`src/rtl/spi_pkg.sv`:
```
// Shared types and constants for the SPI frame receiver and the command decoder.
package spi_pkg;

    localparam int SPI_BYTE_W      = 8;
    localparam int FRAME_BYTES_DEF = 3;

    typedef enum logic [1:0] {
        IDLE    = 2'd0,
        SHIFT   = 2'd1,
        FULL    = 2'd2,
        WAIT_CS = 2'd3
    } spi_state_e;

    // Command byte layout: bit 7 selects write, bits 6:0 address a register.
    localparam int CMD_WR_BIT = 7;
    localparam int CMD_ADDR_W = 7;

    function automatic logic cmd_is_write(input logic [SPI_BYTE_W-1:0] cmd);
        return cmd[CMD_WR_BIT];
    endfunction

    function automatic logic [CMD_ADDR_W-1:0] cmd_addr(input logic [SPI_BYTE_W-1:0] cmd);
        return cmd[CMD_ADDR_W-1:0];
    endfunction

endpackage

```
`src/rtl/spi_sync.sv`:
```
// Multi-flop synchronizer for one asynchronous SPI line, plus a history flop
// that turns transitions of the synchronized level into single-cycle pulses.
module spi_sync #(
    parameter int STAGES = 2
) (
    input  logic clk,
    input  logic d,
    output logic q,
    output logic rise,
    output logic fall
);

    logic [STAGES-1:0] sync_q, sync_d;
    logic              hist_q, hist_d;

    always_comb begin
        sync_d = {sync_q[STAGES-2:0], d};
        hist_d = sync_q[STAGES-1];
    end

    // No reset: the chain must keep tracking the pins while reset is held so
    // the FSM can see the true CS level when reset releases.
    always_ff @(posedge clk) begin
        sync_q <= sync_d;
        hist_q <= hist_d;
    end

    assign q    = sync_q[STAGES-1];
    assign rise = q & ~hist_q;
    assign fall = ~q & hist_q;

endmodule

```
`src/rtl/spi_frame_rx.sv`:
```
// SPI mode-0 slave frame receiver, oversampled in the clk_12mhz domain.
// Define SPI_MISO_EN to build the TX shifter that drives spi_miso.
module spi_frame_rx
    import spi_pkg::*;
#(
    parameter int FRAME_BYTES = FRAME_BYTES_DEF,
    parameter int SYNC_STAGES = 2
) (
    input  logic                            clk_12mhz,
    input  logic                            reset,
    input  logic                            spi_clk,
    input  logic                            spi_mosi,
    input  logic                            spi_cs,
    output logic                            spi_miso,
    input  logic [SPI_BYTE_W-1:0]           tx_data,
    output logic [SPI_BYTE_W*FRAME_BYTES-1:0] frame_data,
    output logic                            frame_valid,
    output logic                            frame_err,
    output logic                            busy
);

    localparam int BCW = $clog2(FRAME_BYTES + 1);
    localparam logic [BCW-1:0] LAST_BYTE = BCW'(FRAME_BYTES - 1);

    logic sck_s, sck_rise, sck_fall;
    logic cs_s, cs_rise, cs_fall;
    logic mosi_s, mosi_rise_unused, mosi_fall_unused;

    spi_sync #(.STAGES(SYNC_STAGES)) u_sync_sck (
        .clk(clk_12mhz), .d(spi_clk), .q(sck_s), .rise(sck_rise), .fall(sck_fall)
    );
    spi_sync #(.STAGES(SYNC_STAGES)) u_sync_cs (
        .clk(clk_12mhz), .d(spi_cs), .q(cs_s), .rise(cs_rise), .fall(cs_fall)
    );
    spi_sync #(.STAGES(SYNC_STAGES)) u_sync_mosi (
        .clk(clk_12mhz), .d(spi_mosi), .q(mosi_s),
        .rise(mosi_rise_unused), .fall(mosi_fall_unused)
    );

    spi_state_e                              state_q, state_d;
    logic [2:0]                              bit_cnt_q, bit_cnt_d;
    logic [BCW-1:0]                          byte_cnt_q, byte_cnt_d;
    logic [SPI_BYTE_W-1:0]                   rx_q, rx_d;
    logic [FRAME_BYTES-1:0][SPI_BYTE_W-1:0]  buf_q, buf_d;
    logic                                    overrun_q, overrun_d;
    logic [2:0]                              vld_pipe_q, vld_pipe_d;
    logic [2:0]                              err_pipe_q, err_pipe_d;
    logic [SPI_BYTE_W*FRAME_BYTES-1:0]       frame_q, frame_d;
    logic                                    busy_q, busy_d;
    logic [SPI_BYTE_W-1:0]                   rx_byte;
    logic                                    dec_valid, dec_err;
    logic                                    tx_load, tx_shift;

    always_comb begin
        state_d    = state_q;
        bit_cnt_d  = bit_cnt_q;
        byte_cnt_d = byte_cnt_q;
        rx_d       = rx_q;
        buf_d      = buf_q;
        overrun_d  = overrun_q;
        frame_d    = frame_q;
        dec_valid  = 1'b0;
        dec_err    = 1'b0;
        tx_load    = 1'b0;
        tx_shift   = 1'b0;
        rx_byte    = {rx_q[SPI_BYTE_W-2:0], mosi_s};

        // cs_rise is tested before sck_rise so a coincident SCK edge is dropped.
        unique case (state_q)
            IDLE: begin
                if (cs_fall) begin
                    state_d    = SHIFT;
                    bit_cnt_d  = '0;
                    byte_cnt_d = '0;
                    overrun_d  = 1'b0;
                    tx_load    = 1'b1;
                end
            end
            SHIFT: begin
                if (cs_rise) begin
                    state_d = IDLE;
                    dec_err = (bit_cnt_q != 3'd0) || (byte_cnt_q != '0);
                end else if (sck_rise) begin
                    rx_d      = rx_byte;
                    bit_cnt_d = bit_cnt_q + 3'd1;
                    if (bit_cnt_q == 3'd7) begin
                        buf_d[LAST_BYTE - byte_cnt_q] = rx_byte;
                        byte_cnt_d = byte_cnt_q + 1'b1;
                        tx_load    = 1'b1;
                        if (byte_cnt_q == LAST_BYTE)
                            state_d = FULL;
                    end
                end else if (sck_fall && bit_cnt_q != 3'd0) begin
                    // The fall after a byte's last rise keeps the freshly loaded MSB.
                    tx_shift = 1'b1;
                end
            end
            FULL: begin
                if (cs_rise) begin
                    state_d   = IDLE;
                    dec_valid = ~overrun_q;
                    dec_err   = overrun_q;
                end else if (sck_rise) begin
                    overrun_d = 1'b1;
                end
            end
            WAIT_CS: begin
                if (cs_rise)
                    state_d = IDLE;
            end
            default: state_d = IDLE;
        endcase

        // Two extra stages align the strobes with SYNC_STAGES+2 cycles after CS is sampled high.
        vld_pipe_d = {vld_pipe_q[1:0], dec_valid};
        err_pipe_d = {err_pipe_q[1:0], dec_err};
        if (vld_pipe_q[1])
            frame_d = buf_q;
        busy_d = ~cs_s;
    end

    always_ff @(posedge clk_12mhz) begin
        if (reset) begin
            state_q    <= cs_s ? IDLE : WAIT_CS;
            bit_cnt_q  <= '0;
            byte_cnt_q <= '0;
            rx_q       <= '0;
            buf_q      <= '0;
            overrun_q  <= 1'b0;
            vld_pipe_q <= '0;
            err_pipe_q <= '0;
            frame_q    <= '0;
            busy_q     <= 1'b0;
        end else begin
            state_q    <= state_d;
            bit_cnt_q  <= bit_cnt_d;
            byte_cnt_q <= byte_cnt_d;
            rx_q       <= rx_d;
            buf_q      <= buf_d;
            overrun_q  <= overrun_d;
            vld_pipe_q <= vld_pipe_d;
            err_pipe_q <= err_pipe_d;
            frame_q    <= frame_d;
            busy_q     <= busy_d;
        end
    end

`ifdef SPI_MISO_EN
    logic [SPI_BYTE_W-1:0] tx_q, tx_d;

    always_comb begin
        tx_d = tx_q;
        if (tx_load)
            tx_d = tx_data;
        else if (tx_shift)
            tx_d = {tx_q[SPI_BYTE_W-2:0], 1'b0};
    end

    always_ff @(posedge clk_12mhz) begin
        if (reset)
            tx_q <= '0;
        else
            tx_q <= tx_d;
    end

    assign spi_miso = (state_q == SHIFT || state_q == FULL) && tx_q[SPI_BYTE_W-1];
`else
    logic tx_unused;
    assign tx_unused = ^{tx_data, tx_load, tx_shift};
    assign spi_miso  = 1'b0;
`endif

    assign frame_data  = frame_q;
    assign frame_valid = vld_pipe_q[2];
    assign frame_err   = err_pipe_q[2];
    assign busy        = busy_q;

endmodule
```
`config.mk`:
```
export PLATFORM = sky130hd
export DESIGN_NAME = spi_frame_rx
export DESIGN_NICKNAME = d
export VERILOG_FILES = /design/src/rtl/spi_pkg.sv /design/src/rtl/spi_sync.sv /design/src/rtl/spi_frame_rx.sv
export SDC_FILE = /design/constraint.sdc
export NUM_CORES = 1
export LEC_CHECK = 0
export ABC_AREA = 1
export BUFFER_PORTS_ARGS = -buffer_cell sky130_fd_sc_hd__buf_2
export CAP_MARGIN = 20
export CORE_MARGIN = 2
export CORE_UTILIZATION = 40
export CTS_CLUSTER_DIAMETER = 120
export DETAILED_ROUTE_END_ITERATION = 16
export PLACE_DENSITY_LB_ADDON = 0.12
export SLEW_MARGIN = 20
export SYNTH_ARGS = -nofsm -noshare
export SYNTH_HDL_FRONTEND = slang
export SYNTH_HIERARCHICAL = 1
export SYNTH_SLANG_ARGS = --single-unit
```
`constraint.sdc`:
```
create_clock -name clk_12mhz -period 2.1 [get_ports clk_12mhz]
set_clock_uncertainty 0.1 [all_clocks]
set_input_delay 0.42 -clock clk_12mhz [delete_from_list [all_inputs] [get_ports clk_12mhz]]
set_output_delay 0.42 -clock clk_12mhz [all_outputs]
set_load 0.01 [all_outputs]
```
==> impl_metrics.csv, run 1 <==
group,metric,value,unit
outcome,status,"finished clean",
grt,grt_max_degree,56,
setup_path,cpPeakStageDelay,410,ps
final_layout,drive_gt1_share,15.57,%
final_layout,layout.nets,431,
sta,grt_setup_unrepaired,"no",
routing,final_antenna_net_count,0,
grt,antenna_found_initial,0,
routing,first_pass_iters,4,
pwr,p_comb_share,9.8,%
final_layout,final_area,0.003478,mm^2
sta,finalCritPeriodShare,81.03,%
clocking,cts.sinks,78,
grt,grt_overflow_total,0,
sta,finalSetupTns,0,ps
placement,place_ws,427.2,ps
final_layout,n_fill_cell,780,
floorplanning,ios,41,
sta,fin_crit,1702,ps
placement,gp_congestion,0.7809,
job,cap_violations,0,
clocking,cts_buffers,9,
setup_path,worst-setup-path-type,"flop to flop",
routing,vias,2279,
setup_path,arrival,1850,ps
logic_synthesis,syn_area,0.003042,mm^2
placement,dpl_cell_area,0.003237,mm^2
sta,holdWs,70.29,ps
clocking,cts_setup_buffers,0,
setup_path,cp.required,2250,ps
logic_synthesis,avgSynthCellArea,8.068,um^2
floorplanning,die_h,91.20,um
grt,grt_pass1_wl,9611,um
clocking,cts_tree,"done",
setup_path,critPathSlowestCell,"edfxtp_1",
sta,hold_viol_final,0,
clocking,post_cts_resized,0,
setup_path,critical_path.max_fanout,16,
sta,max_freq,587.7,MHz
grt,track_usage,14.43,%
clocking,htreeDepth,3,
final_layout,n_antenna_cell,0,
routing,drt-total-wl,5612,um
placement,hpwl,3578,um
routing,vias_per_cell,4.469,
final_layout,area_growth,14.36,%
setup_path,cp_common_cell,"nor2_1",
hold_path,hold_path_class,"input port to flop",
floorplanning,rows,31,
clocking,root_buffer,"clkbuf_8",
logic_synthesis,ys_warn_count,6,
sta,setup_viol,0,
logic_synthesis,synthCells,377,
pwr,p_sw_share,25.08,%
grt,first_global_vias,2086,
floorplanning,initial_core_util,41.71,%
pwr,ir_worst_vdd,0.4516,mV
setup_path,cp_cell_sequence,"inv_1 -> ha_1 -> nand2_1 -> nor3_4 -> nand2_4 -> nor2_1 -> nor2_1",
clocking,clock_latency,340,ps
clocking,hold_buffers,0,
clocking,clockBufferDepth,2,
setup_path,end_kind,"flop",
routing,drtIter0Drc,78,
logic_synthesis,synth_nets,402,
pwr,leakage,0.001707,uW
pwr,p_int,2383,uW
floorplanning,die-area,0.008317,mm^2
pwr,finalPower,3181,uW
pwr,cellPowerDensity,914.5,mW/mm^2
placement,numPortBuffers,31,
sta,worst_slack,398.4,ps
routing,remaining_drc_errors,0,
pwr,power_switching,797.8,uW
pwr,seqPwrFrac,49.1,%
sta,drv_slew,0,
routing,routedWlPerCell,11.00,um
clocking,clk_pin_slew,90,ps
floorplanning,coreArea,0.007292,mm^2
setup_path,critPathLaunchType,"flop",
floorplanning,die_w,91.20,um
pwr,pwr-share-clk,41.1,%
## worst max-delay path, delay by kind of cell (launching register included)
family / cells / cell delay, ps
flip-flops: 1 / 410
adder cells (fa/ha/maj): 1 / 180
buffers and inverters: 1 / 140
AND/OR/NAND/NOR: 5 / 770
## per-stage QoR
step | cells | util (%)
finish | 510 | 47.70
CTS | 510 | 47.70
floorplan | 377 | -
global route | 510 | 47.70
detailed placement | 494 | 44.39
global placement | 494 | 44.39
## power by group through the flow
| stage | registers (uW) | logic, uW | clock network (uW) |
|---|---|---|---|
| CTS | 1560 | 315 | 1350 |
| finish | 1560 | 311 | 1310 |
| global route | 1570 | 358 | 1400 |
| detailed placement | 1600 | 311 | 0 |
| floorplan | 1600 | 236 | 0 |
| global placement | 1600 | 307 | 0 |
## state kept, by name (all words and copies together), names as in the netlist
name / count
u_sync_cs/sync_q: 2
byte_cnt_q: 2
u_sync_sck/hist_q: 1
busy: 1
bit_cnt_q: 3
buf_q: 24
state_q: 2
err_pipe_q: 3
rx_q: 7
u_sync_mosi/sync_q: 2
vld_pipe_q: 3
frame_data: 24
u_sync_cs/hist_q: 1
overrun_q: 1
u_sync_sck/sync_q: 2
## worst paths after layout
check	from	endpoint	slack (ps)	cells past startpoint
worst max-delay path	state_q[1]	buf_q[12]	400	7
worst min-delay path	spi_clk	u_sync_sck/sync_q[0]	70	1
worst max register to register	state_q[1]	buf_q[12]	400	7
worst min register to register	u_sync_sck/sync_q[0]	u_sync_sck/sync_q[1]	230	0
## layer usage
metal / part of all wire (%) / GRT usage (%) / vias up
li1: - / - / 1234
met1: 50 / 18.81 / 1004
met4: 2.0 / 7.323 / 0
met5: 0 / 0 / -
met2: 45 / 22.78 / 30
met3: 3.0 / 2.739 / 11
## cell usage in the layout (no fill, tap or decap), drive strengths merged
cell / count
a21oi: 37
a31oi: 1
buf: 35
bufinv: 2
clkbuf: 10
clkinv: 2
clkinvlp: 2
conb: 1
dfxtp: 76
edfxtp: 2
ha: 12
inv: 46
nand2: 77
nand3: 8
nand4: 5
nor2: 63
nor3: 3
o21ai: 26
o22a: 1
o32ai: 1
or2: 1
## area by class of cell
class | instances | area, um^2 | share of cell area, %
inverters | 46 | 180.2 | 5.180
repair buffers | 35 | 185.2 | 5.324
multi-input cells | 236 | 1166 | 33.53
clock buffers | 10 | 148.9 | 4.281
flip-flops and latches | 78 | 1582 | 45.47
clock inverters | 6 | 92.59 | 2.662
well taps | 99 | 123.9 | 3.561
No activity file was read; power rests on OpenSTA's default activity.
==> run 2: changes to the inputs <==
Settings changed: ABC_AREA 1 to 0.
Clock period 2.1 ns to 1.45 ns, I/O delays scaled along.
==> impl_metrics.csv, run 2 <==
group,metric,value,unit
logic_synthesis,syn_area,0.002948,mm^2
setup_path,critical_path.max_fanout,5,
logic_synthesis,ys_warn_count,6,
floorplanning,coreArea,0.007176,mm^2
sta,hold_viol_final,0,
sta,setup_viol,40,
grt,grt_overflow_total,0,
final_layout,final_cell_mix,"dfxtp_1 (74), nor2_1 (57), mux2i_1 (55)",
clocking,clockBufferDepth,2,
final_layout,drive_gt1_share,31.18,%
grt,grt_pass1_wl,8859,um
routing,vias_per_cell,4.519,
clocking,cts_tree,"done",
logic_synthesis,avgSynthCellArea,10.76,um^2
sta,fin_crit,1644,ps
routing,vias,1984,
grt,grt_max_degree,53,
floorplanning,ios,41,
setup_path,end_kind,"flop",
sta,grt_setup_unrepaired,"yes",
clocking,htreeDepth,3,
outcome,status,"complete, but fails checks",
clocking,clk_pin_slew,80,ps
placement,gp_congestion,0.8138,
grt,first_global_vias,1808,
final_layout,final_common_cell,"dfxtp_1",
sta,max_freq,608.3,MHz
routing,final_antenna_net_count,0,
placement,hpwl,3484,um
clocking,cts.sinks,78,
setup_path,cp.required,1630,ps
logic_synthesis,synth_nets,299,
setup_path,cpPeakStageDelay,470,ps
logic_synthesis,synthCells,274,
job,cap_violations,0,
floorplanning,initial_core_util,41.08,%
routing,remaining_drc_errors,0,
floorplanning,rows,31,
setup_path,critPathLaunchType,"flop",
sta,drv_slew,0,
final_layout,area_growth,28.48,%
sta,finalCritPeriodShare,113.4,%
setup_path,worst-setup-path-type,"flop to flop",
clocking,root_buffer,"clkbuf_8",
hold_path,hold_path_class,"input port to flop",
routing,routedWlPerCell,12.32,um
final_layout,layout.nets,360,
pwr,leakage,0.001681,uW
setup_path,r2r_slack,-190,ps
outcome,violations,"setup timing",
sta,worst_slack,-194.0,ps
sta,holdWs,136.0,ps
floorplanning,die_w,89.85,um
routing,drtIter0Drc,72,
final_layout,final_core_util,52.78,%
grt,antenna_found_initial,0,
clocking,clock_latency,350,ps
final_layout,n_antenna_cell,0,
final_layout,n_fill_cell,657,
pwr,cellPowerDensity,1147,mW/mm^2
clocking,cts_buffers,9,
setup_path,critPathSlowestCell,"edfxtp_1",
routing,drt-total-wl,5410,um
sta,finalSetupTns,-4042,ps
setup_path,arrival,1820,ps
placement,numPortBuffers,31,
routing,first_pass_iters,4,
grt,track_usage,13.67,%
floorplanning,die-area,0.008072,mm^2
pwr,ir_worst_vdd,0.6727,mV
floorplanning,die_h,89.85,um
setup_path,cp_cell_sequence,"inv_2 -> ha_2 -> mux2i_2 -> a21o_1 -> nand2_1 -> a21oi_2",
==> run 2: where the power goes <==
| part | internal [uW] | total [uW] | leakage, uW | switching (uW) |
|---|---|---|---|---|
| combinational | 225 | 447 | 0.000940 | 222 |
| sequential | 2180 | 2210 | 0.000637 | 24.5 |
| clock | 897 | 1690 | 0.000104 | 790 |
==> run 2: worst paths after layout <==
check	startpoint	endpoint	depth (start not counted)
min reg2reg	u_sync_sck/sync_q[0]	u_sync_sck/sync_q[1]	0
max	state_q[0]	bit_cnt_q[1]	6
max reg2reg	state_q[0]	bit_cnt_q[1]	6
min	reset	busy	2
==> run 2: layout make-up <==
| type | instances | area (um^2) | share of cell area, % |
|---|---|---|---|
| well taps | 99 | 123.9 | 3.271 |
| clock inverters | 5 | 56.30 | 1.487 |
| clock buffers | 11 | 152.6 | 4.030 |
| repair buffers | 64 | 446.7 | 11.79 |
| inverters | 8 | 30.03 | 0.7929 |
| flip-flops and latches | 78 | 1584 | 41.82 |
| multi-input cells | 174 | 1394 | 36.80 |
==> run 2: what timing repair did <==
item / 4_1_cts / 5_1_grt
gates resized for setup: 6 / 25
setup endpoints to repair: 40 / 42
setup buffers: 2 / 5
hold buffers: 3 / 0
pin swaps: 8 / 12
endpoints found under the hold margin: 3 / 0
==> run 2: worst max-delay path: cells and delay by family (launching register included) <==
family / cells / cell delay, ps
adder cells (fa/ha/maj): 1 / 200
multiplexers: 1 / 260
AO/OA/AOI/OAI: 2 / 350
flip-flops: 1 / 470
buffers and inverters: 1 / 100
AND/OR/NAND/NOR: 1 / 100
==> run 2: stage by stage <==
| stage | cell area, um^2 | instances | setup WS, ps | power, uW |
|---|---|---|---|---|
| final | 3787 | 439 | -194.0 | 4344 |
| after floorplan | 2965 | 274 | -162.0 | 2460 |
| after detailed placement | 3364 | 413 | -201.5 | 2582 |
| after global placement | 3364 | 413 | -190.8 | 2580 |
| after global routing | 3787 | 439 | -252.4 | 4509 |
| after CTS | 3642 | 434 | -170.5 | 4305 |
==> run 2: per-layer routing <==
metal / vias up / part of all wire (%) / track usage (%)
met1: 915 / 51 / 19.34
met5: - / 0 / 0
li1: 1030 / - / -
met3: 7 / 3.5 / 3.856
met4: 0 / 1.7 / 6.154
met2: 32 / 44 / 19.38
==> run 3: changes to the inputs <==
Settings changed: ABC_CLOCK_PERIOD_IN_PS from default to 1450, CTS_BUF_LIST from default to sky130_fd_sc_hd__clkbuf_8.
==> impl_metrics.csv, run 3 (synthesis gave the netlist of run 2 again) <==
group,metric,value,unit
setup_path,cp.required,1630,ps
floorplanning,coreArea,0.007176,mm^2
clocking,cts_buffers,9,
grt,grt-busiest-layer,"met1",
sta,setup_viol,40,
grt,grt_pass1_wl,8873,um
final_layout,n_fill_cell,659,
outcome,violations,"setup timing",
pwr,leakage,0.001687,uW
sta,hold_viol_final,0,
final_layout,final_area,0.003792,mm^2
final_layout,seqCellArea,0.001584,mm^2
final_layout,drive_gt1_share,31.18,%
grt,met1_usage,19.40,%
floorplanning,rows,31,
final_layout,final_cell_mix,"dfxtp_1 (74), nor2_1 (57), mux2i_1 (55)",
sta,max_freq,611.3,MHz
routing,routedWlPerCell,12.36,um
sta,finalCritPeriodShare,112.8,%
placement,hpwl,3484,um
grt,gr-usage-met3,3.856,%
grt,grtUsageMet2,19.38,%
final_layout,n_antenna_cell,0,
sta,worst_slack,-186.0,ps
sta,fin_crit,1636,ps
setup_path,end_kind,"flop",
routing,remaining_drc_errors,0,
clocking,cts_tree,"done",
job,cap_violations,0,
sta,grt_setup_unrepaired,"yes",
routing,drt-total-wl,5425,um
final_layout,area_growth,28.65,%
setup_path,worst-setup-path-type,"flop to flop",
outcome,status,"complete, but fails checks",
setup_path,critical_path.max_fanout,5,
clocking,htreeDepth,3,
placement,dpl_cell_area,0.003364,mm^2
floorplanning,initial_core_util,41.08,%
setup_path,critPathLaunchType,"flop",
placement,gp_congestion,0.8138,
floorplanning,die-area,0.008072,mm^2
placement,numPortBuffers,31,
clocking,clk_pin_slew,80,ps
clocking,cts.sinks,78,
floorplanning,die_h,89.85,um
grt,grt_max_degree,53,
final_layout,final_core_util,52.85,%
grt,first_global_vias,1811,
clocking,clock_latency,350,ps
setup_path,arrival,1810,ps
routing,final_antenna_net_count,0,
routing,vias,2001,
pwr,ir_worst_vdd,0.6043,mV
hold_path,hold_path_class,"input port to flop",
floorplanning,ios,41,
grt,track_usage,13.69,%
routing,drtIter0Drc,71,
routing,vias_per_cell,4.558,
grt,antenna_found_initial,0,
clocking,clockBufferDepth,2,
grt,grt_overflow_total,0,
routing,first_pass_iters,4,
final_layout,layout.nets,360,
sta,drv_slew,0,
final_layout,final_common_cell,"dfxtp_1",
clocking,root_buffer,"clkbuf_8",
floorplanning,die_w,89.85,um
final_layout,multiInputGateArea,0.001394,mm^2
pwr,cellPowerDensity,1160,mW/mm^2
[run 3: changes by cell type in the layout (fill, tap and decap cells not counted), sizes merged]
cell    before  now
bufinv       1    2
clkbuf      11    9
inv          8    9
[run 3: layer usage]
| metal | routed length, um | vias up |
|---|---|---|
| met4 | 99 | 0 |
| met1 | 2741 | 923 |
| li1 | - | 1033 |
| met5 | 0 | - |
| met2 | 2380 | 38 |
| met3 | 204 | 7 |
[run 3: power by group]
group	leakage [uW]	internal, uW	switching, uW
Clock	0.000110	959	782
Combinational	0.000939	225	222
Sequential	0.000637	2180	24.5
[run 3: worst max-delay path, cell delays in order, from the launching register on]
cell and delay, ps:
edfxtp_1 470, inv_2 100, ha_2 200, mux2i_2 260
a21o_1 220, nand2_1 100, a21oi_2 120
[run 3: path summary, 6_finish.rpt]
check	start	to	slack (ps)	cells after the start
setup / recovery	state_q[0]	bit_cnt_q[1]	-190	6
hold / removal	reset	busy	140	2
setup reg to reg	state_q[0]	bit_cnt_q[1]	-190	6
hold reg to reg	u_sync_sck/sync_q[0]	u_sync_sck/sync_q[1]	230	0
[run 3: cell type report]
cell class	count	share of cell area, %
Clock inverter	7	2.375
Tap cell	99	3.266
Inverter	8	0.7918
Timing Repair Buffer	64	11.78
Clock buffer	9	3.266
Sequential cell	78	41.77
Multi-Input combinational cell	174	36.75
[run 3: per-stage QoR]
step	TNS (ps)	setup WS [ps]	hold WS (ps)	instances	power (uW)
2_1_floorplan	-1987	-162.0	209.6	274	2460
3_3_place_gp	-4988	-190.8	210.3	413	2580
3_5_place_dp	-5457	-201.5	213.6	413	2582
4_1_cts	-5167	-167.2	105.7	434	4364
5_1_grt	-7453	-254.7	154.2	439	4572
6_report	-4110	-186.0	136.2	439	4397
[run 3: timing repair]
item                                    4_1_cts  5_1_grt
setup buffers                                 2        5
hold endpoints to repair                      3        0
pin swaps                                     8       10
endpoints found under the setup margin       40       42
gates resized for setup                       6       25
hold buffers                                  3        0
